==> src/rtl/sap_controlador_sequenciador.sv <==
// rtl/sap_controlador_sequenciador.sv - SAP-1 control sequencer: one-hot T1..T6 ring counter plus opcode decode
// Drives PC, MAR, RAM, IR, A, B, ALU and output-register control strobes.
module sap_controlador_sequenciador #(
  parameter bit         EARLY_END  = 1'b0,
  parameter logic [3:0] OPCODE_JMP = 4'b0011
) (
  input  logic       clock,
  input  logic       clear,
  input  logic       enable,
  input  logic [3:0] opcode,
  output logic [5:0] t_state,
  output logic       PC_INC,
  output logic       PC_OUT,
  output logic       jump,
  output logic       MAR_IN,
  output logic       RAM_OUT,
  output logic       IR_IN,
  output logic       IR_OUT,
  output logic       A_IN,
  output logic       A_OUT,
  output logic       B_IN,
  output logic       ALU_OUT,
  output logic       SUB,
  output logic       OUT_IN,
  output logic       halt
);

  typedef enum logic [5:0] {
    T1 = 6'b000001,
    T2 = 6'b000010,
    T3 = 6'b000100,
    T4 = 6'b001000,
    T5 = 6'b010000,
    T6 = 6'b100000
  } t_state_e;

  t_state_e state_q, state_d;
  logic     halt_q, halt_d;

  logic is_jmp, is_lda, is_add, is_sub, is_out, is_hlt, is_nop;
  logic advance, drive;

  // JMP is decoded first so a relocated OPCODE_JMP overrides any fixed opcode it collides with
  assign is_jmp = (opcode == OPCODE_JMP);
  assign is_lda = !is_jmp && (opcode == 4'b0000);
  assign is_add = !is_jmp && (opcode == 4'b0001);
  assign is_sub = !is_jmp && (opcode == 4'b0010);
  assign is_out = !is_jmp && (opcode == 4'b1110);
  assign is_hlt = !is_jmp && (opcode == 4'b1111);
  assign is_nop = !(is_jmp || is_lda || is_add || is_sub || is_out || is_hlt);

  assign advance = enable && !halt_q;
  assign drive   = clear && enable && !halt_q;

  always_ff @(posedge clock) begin
    if (!clear) begin
      state_q <= T1;
      halt_q  <= 1'b0;
    end else begin
      state_q <= state_d;
      halt_q  <= halt_d;
    end
  end

  always_comb begin
    state_d = state_q;
    halt_d  = halt_q;
    case (state_q)
      T1: if (advance) state_d = T2;
      T2: if (advance) state_d = T3;
      T3: if (advance) state_d = (EARLY_END && is_nop) ? T1 : T4;
      T4: begin
        if (advance) begin
          // HLT parks the ring on T4; only a reset moves it again
          if (is_hlt)
            halt_d = 1'b1;
          else if (EARLY_END && (is_jmp || is_out))
            state_d = T1;
          else
            state_d = T5;
        end
      end
      T5: if (advance) state_d = (EARLY_END && is_lda) ? T1 : T6;
      T6: if (advance) state_d = T1;
      default: state_d = T1;
    endcase
  end

  always_comb begin
    PC_INC  = 1'b0;
    PC_OUT  = 1'b0;
    jump    = 1'b0;
    MAR_IN  = 1'b0;
    RAM_OUT = 1'b0;
    IR_IN   = 1'b0;
    IR_OUT  = 1'b0;
    A_IN    = 1'b0;
    A_OUT   = 1'b0;
    B_IN    = 1'b0;
    ALU_OUT = 1'b0;
    SUB     = 1'b0;
    OUT_IN  = 1'b0;
    if (drive) begin
      case (state_q)
        T1: begin
          PC_OUT = 1'b1;
          MAR_IN = 1'b1;
        end
        T2: PC_INC = 1'b1;
        T3: begin
          RAM_OUT = 1'b1;
          IR_IN   = 1'b1;
        end
        T4: begin
          if (is_jmp) begin
            IR_OUT = 1'b1;
            jump   = 1'b1;
          end else if (is_lda || is_add || is_sub) begin
            IR_OUT = 1'b1;
            MAR_IN = 1'b1;
          end else if (is_out) begin
            A_OUT  = 1'b1;
            OUT_IN = 1'b1;
          end
        end
        T5: begin
          if (is_lda) begin
            RAM_OUT = 1'b1;
            A_IN    = 1'b1;
          end else if (is_add || is_sub) begin
            RAM_OUT = 1'b1;
            B_IN    = 1'b1;
            SUB     = is_sub;
          end
        end
        T6: begin
          if (is_add || is_sub) begin
            ALU_OUT = 1'b1;
            A_IN    = 1'b1;
            SUB     = is_sub;
          end
        end
        default: ;
      endcase
    end
  end

  assign t_state = state_q;
  assign halt    = halt_q;

endmodule
==> config.mk <==
export PLATFORM = sky130hd
export DESIGN_NAME = sap_controlador_sequenciador
export DESIGN_NICKNAME = d
export VERILOG_FILES = /design/src/rtl/sap_controlador_sequenciador.sv
export SDC_FILE = /design/constraint.sdc
export NUM_CORES = 1
export LEC_CHECK = 0
export ABC_AREA = 1
export BUFFER_PORTS_ARGS = -buffer_cell sky130_fd_sc_hd__buf_2
export CAP_MARGIN = 10
export CORE_UTILIZATION = 45
export CTS_CLUSTER_DIAMETER = 40
export DETAILED_ROUTE_END_ITERATION = 10
export PLACE_DENSITY_LB_ADDON = 0.3
export SYNTH_ARGS = -nofsm -noshare
export SYNTH_HDL_FRONTEND = slang
export SYNTH_SLANG_ARGS = --single-unit
==> constraint.sdc <==
create_clock -name clock -period 1.5 [get_ports clock]
set_input_delay 0.075 -clock clock [delete_from_list [all_inputs] [get_ports clock]]
set_output_delay 0.075 -clock clock [all_outputs]
set_load 0.05 [all_outputs]
==> results of run 1 <==
metrics by stage:
stage               cell area [sq um]  instances
global placement                  911        140
CTS                              1100        152
floorplan                         744         97
detailed placement                911        140
cell families after synthesis:
kind of cell / after synthesis
compound gates: 11
flops: 7
simple gates: 61
buf+inv: 18
what timing repair did:
| item | in CTS |
|---|---|
| setup buffers | 8 |
| resized for setup | 29 |
| endpoints found under the setup margin | 13 |
| hold buffers | 0 |
| pin swaps | 8 |
==> summary.md, run 1 <==
| Metric | Value |
|---|---|
| Compound-cell area share of the yosys netlist | `0.109` |
| Setup WS pre-CTS | `0.0429 ns` |
| Initial Util | `0.521` |
| Yosys top cell by area | `dfxtp_1` |
| DP HPWL | `1410 microns` |
| Post-synth net total | `about 100` |
| Post-synthesis sequential area ratio | `0.227` |
| Synth Area in Adders | `0` |
| Stop Error | `[ERROR DPL-0038] Utilization greater than 100%, impossible to legalize` |
| PortBufs | `26` |
| I/O pin count | `27` |
| Largest family of logic cells by synthesized area | `simple AND/OR/NAND/NOR gates` |
| Die Wd | `about 40 microns` |
| Vert. Die Dim | `39.1 microns` |
| CTS Buf Count | `3` |
| Dominant cells by area after synthesis | `dfxtp_1, nor2_4, nor2_1` |
| GRT worst endpoint | `SUB` |
| Clk root buf | `clkbuf_4` |
| FF+latch count, synth | `7` |
| Simple-gate share of the synthesized area | `0.549` |
| Ys flop type | `dfxtp_1` |
| Mux contribution to synthesized area | `0` |
| XOR/XNOR Fraction of Synth Area | `0` |
| Status | `aborted with a tool error` |
| GP Congestion | `~0.88` |
| Synth cell types | `20` |
| Top-count cell post-synth | `nor2_1` |
| Synth top cells by count | `nor2_1, inv_1, nand2_1, nand3_1, nand4_1` |
| CTS Buffer Depth | `2` |
| Synthesized instance count | `a little under 100` |
| Last stage | `global routing` |
| EDFF count, synth | `0` |
| Ys Warns | `0` |
| Largest net degree at the start of global routing | `8` |
| Yosys top cell area share | `0.227` |
| Row count | `12` |
| Synth async-reset ratio | `0` |
| Clock sinks | `7` |
| Synth Cell Area | `roughly 620 sq um` |
| Syn_area_per_cell | `6.37 sq um` |
| H-tree depth | `1` |
| Worst EP kind | `output port` |
==> inputs of run 2 (changes only) <==
- CORE_AREA: not set -> 2 2 63 65
- CORE_UTILIZATION: 45 -> not set
- CTS_CLUSTER_DIAMETER: 40 -> not set
- DIE_AREA: not set -> 0 0 65 67
- PLACE_DENSITY_LB_ADDON: 0.3 -> 0.15
==> summary.md, run 2 <==
| Metric | Value |
|---|---|
| VDD IR max | `about 0.44 mV` |
| Die Wd | `65 microns` |
| Max-Cap Viols | `0` |
| P_int | `0.740 mW` |
| Final hold viol count | `0` |
| Leak Pwr | `0.545 nW` |
| Actual slew at the worst max-slew pin | `around 0.25 ns` |
| Syn_area_per_cell | `around 6.4 sq um` |
| Final setup fails | `2` |
| Most frequent cells in the layout | `buf_4, buf_2, nor2_4` |
| Crit path buf inv count | `3` |
| DRC Markers | `0` |
| CP Launch Type | `flop` |
| Slew headroom | `0.834` |
| Gate power share | `0.608` |
| Fill cells | `roughly 380` |
| CTS Buffer Depth | `2` |
| Post-DRT Antenna Nets | `0` |
| Clk_lat worst skew | `approximately 0.23 ns` |
| Switching Fraction | `0.496` |
| Total gr overflow | `0` |
| Crit-path max FO | `3` |
| Synth cell types | `20` |
| CTS Buf Count | `3` |
| Area Overhead vs Synth | `96.8%` |
| Vias/cell | `around 4.2` |
| Dominant cells by area after synthesis | `dfxtp_1, nor2_4, nor2_1` |
| Die ar. | `between 0.004 and 0.005 sq mm` |
| Clock network power share | `0.184` |
| PortBufs | `26` |
| Count of hold-fix buffers inserted at cts | `0` |
| RSZ-0062 raised after global routing | `true` |
| Status | `finished with violations` |
| Number of flip-flops in the largest register | `6` |
| Synthesized instance count | `just under 100` |
| DRT Pass-1 Iters | `4` |
| Antenna violations before repair | `0` |
| Worst Path Arrival | `about 1.4 ns` |
| TritonCTS clock tree | `yes` |
| GP Congestion | `between 0.8 and 0.9` |
| Antenna Cells | `0` |
| Slowest cell on crit path | `dfxtp_4` |
| Tot GR Track Use | `0.0998` |
| FF+latch count, synth | `7` |
| EDFF count, synth | `0` |
| Violated checks | `negative setup slack` |
| Global-route wire length before repair | `3240 microns` |
| Crit share post-route | `1.01` |
| Clk root buf | `clkbuf_8` |
| Row count | `22` |
| Synth async-reset ratio | `0` |
| Top delay family on crit path | `simple AND/OR/NAND/NOR gates` |
| Min-delay worst type | `primary input to flop` |
| CP Data Required Time | `approximately 1.4 ns` |
| Final Net Count | `approximately 150` |
| Share of post-route cells with drive strength above 1 | `0.645` |
| Post-synthesis sequential area ratio | `0.227` |
| Clock sinks | `7` |
| Crit path top cell by count | `nor2_4` |
| Synth top cells by count | `nor2_1, inv_1, nand2_1, nand3_1, nand4_1` |
| Post-synth net total | `approximately 100` |
| Ys flop type | `dfxtp_1` |
| Clock transition at path regs | `about 0.040 ns` |
| Pwr Density | `between 1000 and 1500 mW/mm^2` |
| Yosys top cell by area | `dfxtp_1` |
| Setup crit end kind | `output pin` |
| Final Max Tran Viols | `0` |
| Top-count cell post-synth | `nor2_1` |
| I/O pin count | `27` |
| Core Box Area | `0.00361 sq mm` |
| Vert. Die Dim | `between 60 and 70 microns` |
| Setup Crit Path Kind | `flop to output pin` |
| Fin crit period | `between 1.5 and 2 ns` |
| Synth Cell Area | `roughly 620 sq um` |
| Flop pwr share | `0.208` |
| TNS Setup | `-0.0176 ns` |
| Total power | `1.47 mW` |
| DR WL/cell | `approximately 11 microns` |
| H-tree depth | `1` |
| Most common cell after layout, fill and taps aside | `buf_4` |
| Vias | `~790` |
| Total detailed-routing wirelength | `1990 microns` |
| Initial Util | `0.171` |
| Worst path cell trace | `inv_4 > nand2_4 > nor2_4 > nand4_1 > buf_4 > nor2_4 > a31o_4 > buf_8` |
| Ys Warns | `0` |
| CP peak stage delay | `between 0.3 and 0.4 ns` |
| DP HPWL | `approximately 1600 microns` |
| Largest net degree at the start of global routing | `8` |
| Final worst-path setup slack | `-0.0140 ns` |
| Clk_skew | `roughly 0.0034 ns` |
| Net switching power | `just over 0.7 mW` |
| Vias in the first global route | `between 700 and 800` |
| Yosys top cell area share | `0.227` |
| Starting DRT DRC Count | `17` |
| Fmax | `~0.66 GHz` |
-- run 2: metrics by stage --
stage	utilization	std cells	setup WS (ns)	hold slack, ns	cell area (sq um)
floorplan	-	97	-0.0663	0.186	744
global placement	0.269	176	0.0531	0.336	968
detailed placement	0.269	176	0.0233	0.336	968
CTS	0.317	184	-0.0887	0.0909	1140
global route	0.337	189	-0.0764	0.132	1220
finish	0.337	189	-0.0140	0.0904	1220
-- run 2: timing repair --
action | in CTS | in global routing
gates resized for setup | 28 | 10
setup endpoints to repair | 13 | 11
pin swaps | 9 | 8
gates cloned | 0 | 0
setup buffers | 4 | 5
-- run 2: layer usage --
layer,global-route usage,share of wire,routed length (microns)
met4,0.0399,0.016,32
met3,0.0355,0.040,80
met5,0,0,0
met2,0.175,0.55,1090
met1,0.109,0.40,786
-- run 2: cell type report --
cell class | instances | area [sq um] | area share
Timing Repair Buffer | 41 | 329 | 0.271
Tap cell | 48 | 60.1 | 0.0494
Inverter | 17 | 71.3 | 0.0586
Sequential cell | 7 | 164 | 0.135
Multi-Input combinational cell | 72 | 547 | 0.450
Clock buffer | 4 | 45.0 | 0.0370
-- run 2: kinds of logic after synthesis --
logic type      count (synthesis)  synth area share
flops                           7             0.227
buf+inv                        18             0.115
simple gates                   61             0.549
compound gates                 11             0.109
-- run 2: final timing paths --
| kind | slack (ns) | start | endpoint | depth (start not counted) |
|---|---|---|---|---|
| worst max-delay path | -0.01 | halt | A_IN | 8 |
| worst min-delay path | 0.09 | clear | t_state[3] | 3 |
| worst max register to register | 0.12 | t_state[1] | t_state[1] | 9 |
| worst min register to register | 0.49 | halt | halt | 2 |
-- run 2: power groups by stage --
stage          Clock, mW  Sequential (mW)  Combinational (mW)
4_1_cts            0.282            0.305               0.851
6_report           0.270            0.304               0.892
5_1_grt            0.287            0.316               0.964
3_5_place_dp           0            0.316               0.739
2_1_floorplan          0            0.454               0.442
3_3_place_gp           0            0.315               0.748
-- run 2: tightest hold or removal path: stages --
cell and delay [ns]:
buf_2 0.12, nand2_1 0.06, nor2_1 0.03
No activity file was read; power rests on OpenSTA's default activity.
==> inputs of run 3 (changes only) <==
- BUFFER_PORTS_ARGS: -buffer_cell sky130_fd_sc_hd__buf_2 -> -buffer_cell sky130_fd_sc_hd__clkbuf_2
==> summary.md, run 3 (synthesis gave the netlist of run 2 again) <==
| Metric | Value |
|---|---|
| Total gr overflow | `0` |
| VDD IR max | `0.485 mV` |
| Crit share post-route | `0.993` |
| Vias | `just under 800` |
| DRC Markers | `0` |
| Final setup fails | `0` |
| Register Area | `164 sq um` |
| R2R setup slack | `about 0.15 ns` |
| Vias/cell | `~4.2` |
| Vert. Die Dim | `roughly 67 microns` |
| Actual slew at the worst max-slew pin | `0.284 ns` |
| CTS Buffer Depth | `2` |
| Leak Pwr | `around 0.55 nW` |
| Final instance area | `0.00125 sq mm` |
| Footprint of the multi-input gates | `around 550 sq um` |
| Post-DRT Antenna Nets | `0` |
| Fmax | `roughly 0.67 GHz` |
| R2R depth | `8` |
| Worst Path Arrival | `1.41 ns` |
| CTS Buf Count | `3` |
| Clk root buf | `clkbuf_8` |
| Final hold viol count | `0` |
| H-tree depth | `1` |
| Crit-path max FO | `3` |
| DRT Pass-1 Iters | `4` |
| Clock transition at path regs | `roughly 0.04 ns` |
| Starting DRT DRC Count | `28` |
| Antenna Cells | `0` |
| Setup Crit Path Kind | `flop to output pin` |
| Non-filler cells, final | `190` |
| Share of post-route cells with drive strength above 1 | `0.648` |
| Antenna violations before repair | `0` |
| I/O pin count | `27` |
| Slew headroom | `0.812` |
| CP Launch Type | `flop` |
| Vias in the first global route | `approximately 750` |
| Global-route wire length before repair | `~3400 microns` |
| Pwr Density | `about 1200 mW/mm^2` |
| DR WL/cell | `between 10 and 15 microns` |
| Most common cell after layout, fill and taps aside | `buf_4` |
| Die Wd | `about 65 microns` |
| Setup crit end kind | `output pin` |
| TritonCTS clock tree | `yes` |
| RR Endpoint | `t_state[5]` |
| Die ar. | `~0.0044 sq mm` |
| Row count | `22` |
| Initial Util | `0.171` |
| Total power | `1.47 mW` |
| Core Box Area | `~0.0036 sq mm` |
| Final Max Tran Viols | `0` |
| RSZ-0062 raised after global routing | `true` |
| Crit path to | `A_IN` |
| Post-DP Area | `around 1000 sq um` |
| Largest net degree at the start of global routing | `8` |
| GP Congestion | `around 0.84` |
| Clk_skew | `0.00563 ns` |
| DP HPWL | `between 1500 and 2000 microns` |
| Max-Cap Viols | `0` |
| CP Data Required Time | `~1.4 ns` |
| Most frequent cells in the layout | `buf_4, clkbuf_2, nor2_4` |
| Fill cells | `374` |
| Status | `finished clean` |
| PortBufs | `26` |
| Total detailed-routing wirelength | `approximately 2000 microns` |
| CP startpoint | `halt` |
| Min-delay worst type | `primary input to flop` |
| Area Overhead vs Synth | `102%` |
| Tot GR Track Use | `0.103` |
| Final Hold Slack | `0.0937 ns` |
| Clk_lat worst skew | `roughly 0.23 ns` |
| Fin crit period | `1.49 ns` |
| Final Net Count | `150` |
| Number of flip-flops in the largest register | `6` |
| Worst reg2reg path startpoint | `halt` |
| Clock sinks | `7` |
| Placed insts | `180` |
[run 3: cell count changes in the layout (fill, tap and decap cells not counted), moves of 3 or more]
cell,before,now
buf_2,13,0
clkbuf_2,0,13
buf_6,9,2
buf_8,1,7
clkbuf_4,0,3
[run 3: worst min-delay path by stage]
stage               startpoint         end  slack (ns)  cells past startpoint
floorplan                clear  t_state[3]        0.19                      2
global placement         clear  t_state[3]        0.34                      3
detailed placement       clear  t_state[3]        0.34                      3
CTS                      clear  t_state[3]         0.1                      3
global route             clear  t_state[3]        0.12                      3
finish                   clear  t_state[3]        0.09                      3
[run 3: what timing repair did]
action / 4_1_cts / 5_1_grt
hold endpoints to repair: 0 / 0
buffers inserted: 2 / 4
pin swaps: 4 / 3
hold buffers: 0 / 0
setup endpoints to repair: 13 / 13
resized for setup: 32 / 14
[run 3: metrics by stage]
| step | setup TNS, ns | utilization | setup WS [ns] |
|---|---|---|---|
| 2_1_floorplan | -0.122 | - | -0.0663 |
| 3_3_place_gp | 0 | 0.277 | 0.0393 |
| 3_5_place_dp | 0 | 0.277 | 0.0294 |
| 4_1_cts | -0.0546 | 0.329 | -0.0257 |
| 5_1_grt | -0.369 | 0.347 | -0.0757 |
| 6_report | 0 | 0.347 | 0.0111 |
[run 3: critical path, stage by stage (launching register included)]
cell and delay, ns:
dfxtp_4 0.34, inv_4 0.06, nand2_4 0.05, nor2_4 0.14, nand4_1 0.09, buf_4 0.16
nor2_4 0.09, a31o_4 0.11, clkbuf_16 0.15
[run 3: power breakdown]
group | internal (mW) | switching (mW) | leakage (nW)
sequential | 0.247 | 0.0540 | 0.0615
combinational | 0.310 | 0.594 | 0.469
clock | 0.184 | 0.0837 | 0.0228
[run 3: final cells by class]
type                            instances  area share
Clock buffer                            4      0.0360
Inverter                               17      0.0571
Multi-Input combinational cell         72       0.439
Sequential cell                         7       0.131
Tap cell                               48      0.0480
Timing Repair Buffer                   42       0.288
[run 3: per-layer routing]
| layer | global-route usage | part of all wire | up-vias |
|---|---|---|---|
| met3 | 0.0389 | 0.038 | 0 |
| li1 | - | - | 410 |
| met4 | 0.0160 | 0 | 0 |
| met5 | 0 | 0 | - |
| met2 | 0.175 | 0.54 | 8 |
| met1 | 0.125 | 0.42 | 373 |
==> inputs of run 4 (changes only) <==
- CORE_AREA: 2 2 63 65 -> 3 3 64 66
- DIE_AREA: 0 0 65 67 -> 0 0 67 69
==> summary.md, run 4 (synthesis gave the netlist of run 2 again) <==
| Metric | Value |
|---|---|
| Row count | `22` |
| Final Net Count | `about 150` |
| DR WL/cell | `about 12 microns` |
| Initial Util | `0.170` |
| Most frequent cells in the layout | `buf_4, clkbuf_2, nor2_4` |
| Final hold viol count | `0` |
| TNS Setup | `-0.246 ns` |
| DRT Pass-1 Iters | `4` |
| R2R setup slack | `0.04 ns` |
| R2R depth | `8` |
| Pwr Density | `~1100 mW/mm^2` |
| Vias in the first global route | `780` |
| Setup crit end kind | `output pin` |
| Final Max Tran Viols | `0` |
| Most common cell after layout, fill and taps aside | `buf_4` |
| I/O pin count | `27` |
| Share of post-route cells with drive strength above 1 | `0.667` |
| Violated checks | `negative setup slack` |
| Switching Fraction | `0.496` |
| Setup Crit Path Kind | `flop to output pin` |
| Clk root buf | `clkbuf_8` |
| TritonCTS clock tree | `yes` |
| DP HPWL | `~1700 microns` |
| P_int | `about 0.76 mW` |
| VDD IR max | `0.406 mV` |
| Net switching power | `0.745 mW` |
| Tot GR Track Use | `0.0982` |
| Total detailed-routing wirelength | `approximately 2300 microns` |
| Antenna violations before repair | `0` |
| Vert. Die Dim | `approximately 70 microns` |
| Number of flip-flops in the largest register | `6` |
| Total gr overflow | `0` |
| DRC Markers | `0` |
| Clock network power share | `0.178` |
| Die Wd | `~67 microns` |
| Fin crit period | `about 1.6 ns` |
| Clk_lat worst skew | `between 0.2 and 0.25 ns` |
| Core Box Area | `about 0.0036 sq mm` |
| Min-delay worst type | `primary input to flop` |
| Worst Path Arrival | `roughly 1.5 ns` |
| Vias/cell | `4.26` |
| Flop pwr share | `0.205` |
| Fin util | `0.365` |
| Max-Cap Viols | `0` |
| Global-route wire length before repair | `3540 microns` |
| H-tree depth | `1` |
| Clock transition at path regs | `around 0.040 ns` |
| CP Launch Type | `flop` |
| Final instance area | `between 0.001 and 0.0015 sq mm` |
| Leak Pwr | `between 0.5 and 0.6 nW` |
| GP Congestion | `about 0.84` |
| PortBufs | `26` |
| Crit-path max FO | `3` |
| Slew headroom | `0.814` |
| Final setup fails | `6` |
| Gate power share | `0.617` |
| Actual slew at the worst max-slew pin | `~0.28 ns` |
| Die ar. | `~0.0046 sq mm` |
| RSZ-0062 raised after global routing | `true` |
| Post-DP Area | `0.00103 sq mm` |
| Min-Delay Path Depth | `3` |
| CTS Buf Count | `3` |
| Antenna Cells | `0` |
| Total power | `between 1.5 and 2 mW` |
| Post-DRT Antenna Nets | `0` |
| CTS Buffer Depth | `2` |
| Vias | `approximately 820` |
| RR Endpoint | `t_state[2]` |
| Worst Hold End | `t_state[3]` |
| Clock sinks | `7` |
| Status | `finished with violations` |
| Final worst-path setup slack | `-0.0732 ns` |
| Worst Hold Launch | `clear` |
| Crit share post-route | `1.05` |
| CP Data Required Time | `1.42 ns` |
| Clk_skew | `~0.0014 ns` |
| Area Overhead vs Synth | `114%` |
| Fmax | `0.636 GHz` |
| Worst reg2reg path startpoint | `t_state[2]` |
| Setup WS pre-CTS | `between 0.06 and 0.07 ns` |
| Starting DRT DRC Count | `22` |
| Largest net degree at the start of global routing | `8` |
run 4: cell count changes in the layout (fill, tap and decap cells not counted), sizes merged:
cell | before | now
buf | 25 | 28
clkbuf | 21 | 20
run 4: metal layers:
| metal | vias to the layer above | GRT usage | routed length [microns] |
|---|---|---|---|
| li1 | 414 | - | - |
| met1 | 372 | 0.114 | 899 |
| met2 | 27 | 0.169 | 1250 |
| met3 | 4 | 0.0326 | 113 |
| met4 | 0 | 0.0248 | 21 |
| met5 | - | 0 | 0 |
run 4: worst max-delay path, stage by stage, from the launching register on:
cell,delay (ns)
dfxtp_4,0.34
inv_4,0.07
nand2_8,0.05
nor2_4,0.14
nand4_1,0.14
buf_4,0.18
nor2_4,0.09
a31o_4,0.11
clkbuf_16,0.15
run 4: final cells by class:
cell class                 count  area (sq um)
fill                         402          2310
multi-input combinational     72           566
timing repair buffer          44           422
sequential                     7           164
inverter                      17          68.8
tap                           48          60.1
clock buffer                   4          45.0
run 4: worst max path at each step:
stage | from | to | slack [ns] | cells after the start
finish | halt | A_IN | -0.07 | 8
global route | t_state[1] | jump | -0.13 | 8
CTS | t_state[0] | MAR_IN | -0.09 | 8
detailed placement | halt | A_IN | 0.07 | 7
global placement | halt | A_IN | 0.05 | 7
floorplan | halt | A_IN | -0.07 | 6
run 4: power by group through the flow:
stage	Sequential [mW]	Clock, mW	Combinational [mW]
after global routing	0.317	0.293	1.00
final	0.308	0.268	0.926
after floorplan	0.454	0	0.442
after global placement	0.316	0	0.752
after detailed placement	0.318	0	0.750
after CTS	0.314	0.280	0.833
run 4: timing repair:
action	CTS	global route
pin swaps	7	9
setup buffers	4	6
endpoints found under the setup margin	13	19
hold buffers	0	0
gates resized for setup	25	22
run 4: per-stage QoR:
step / cells / hold slack (ns)
after floorplan: 97 / 0.186
after global placement: 178 / 0.334
after detailed placement: 178 / 0.338
after CTS: 186 / 0.0964
final: 192 / 0.0974
after global routing: 192 / 0.118
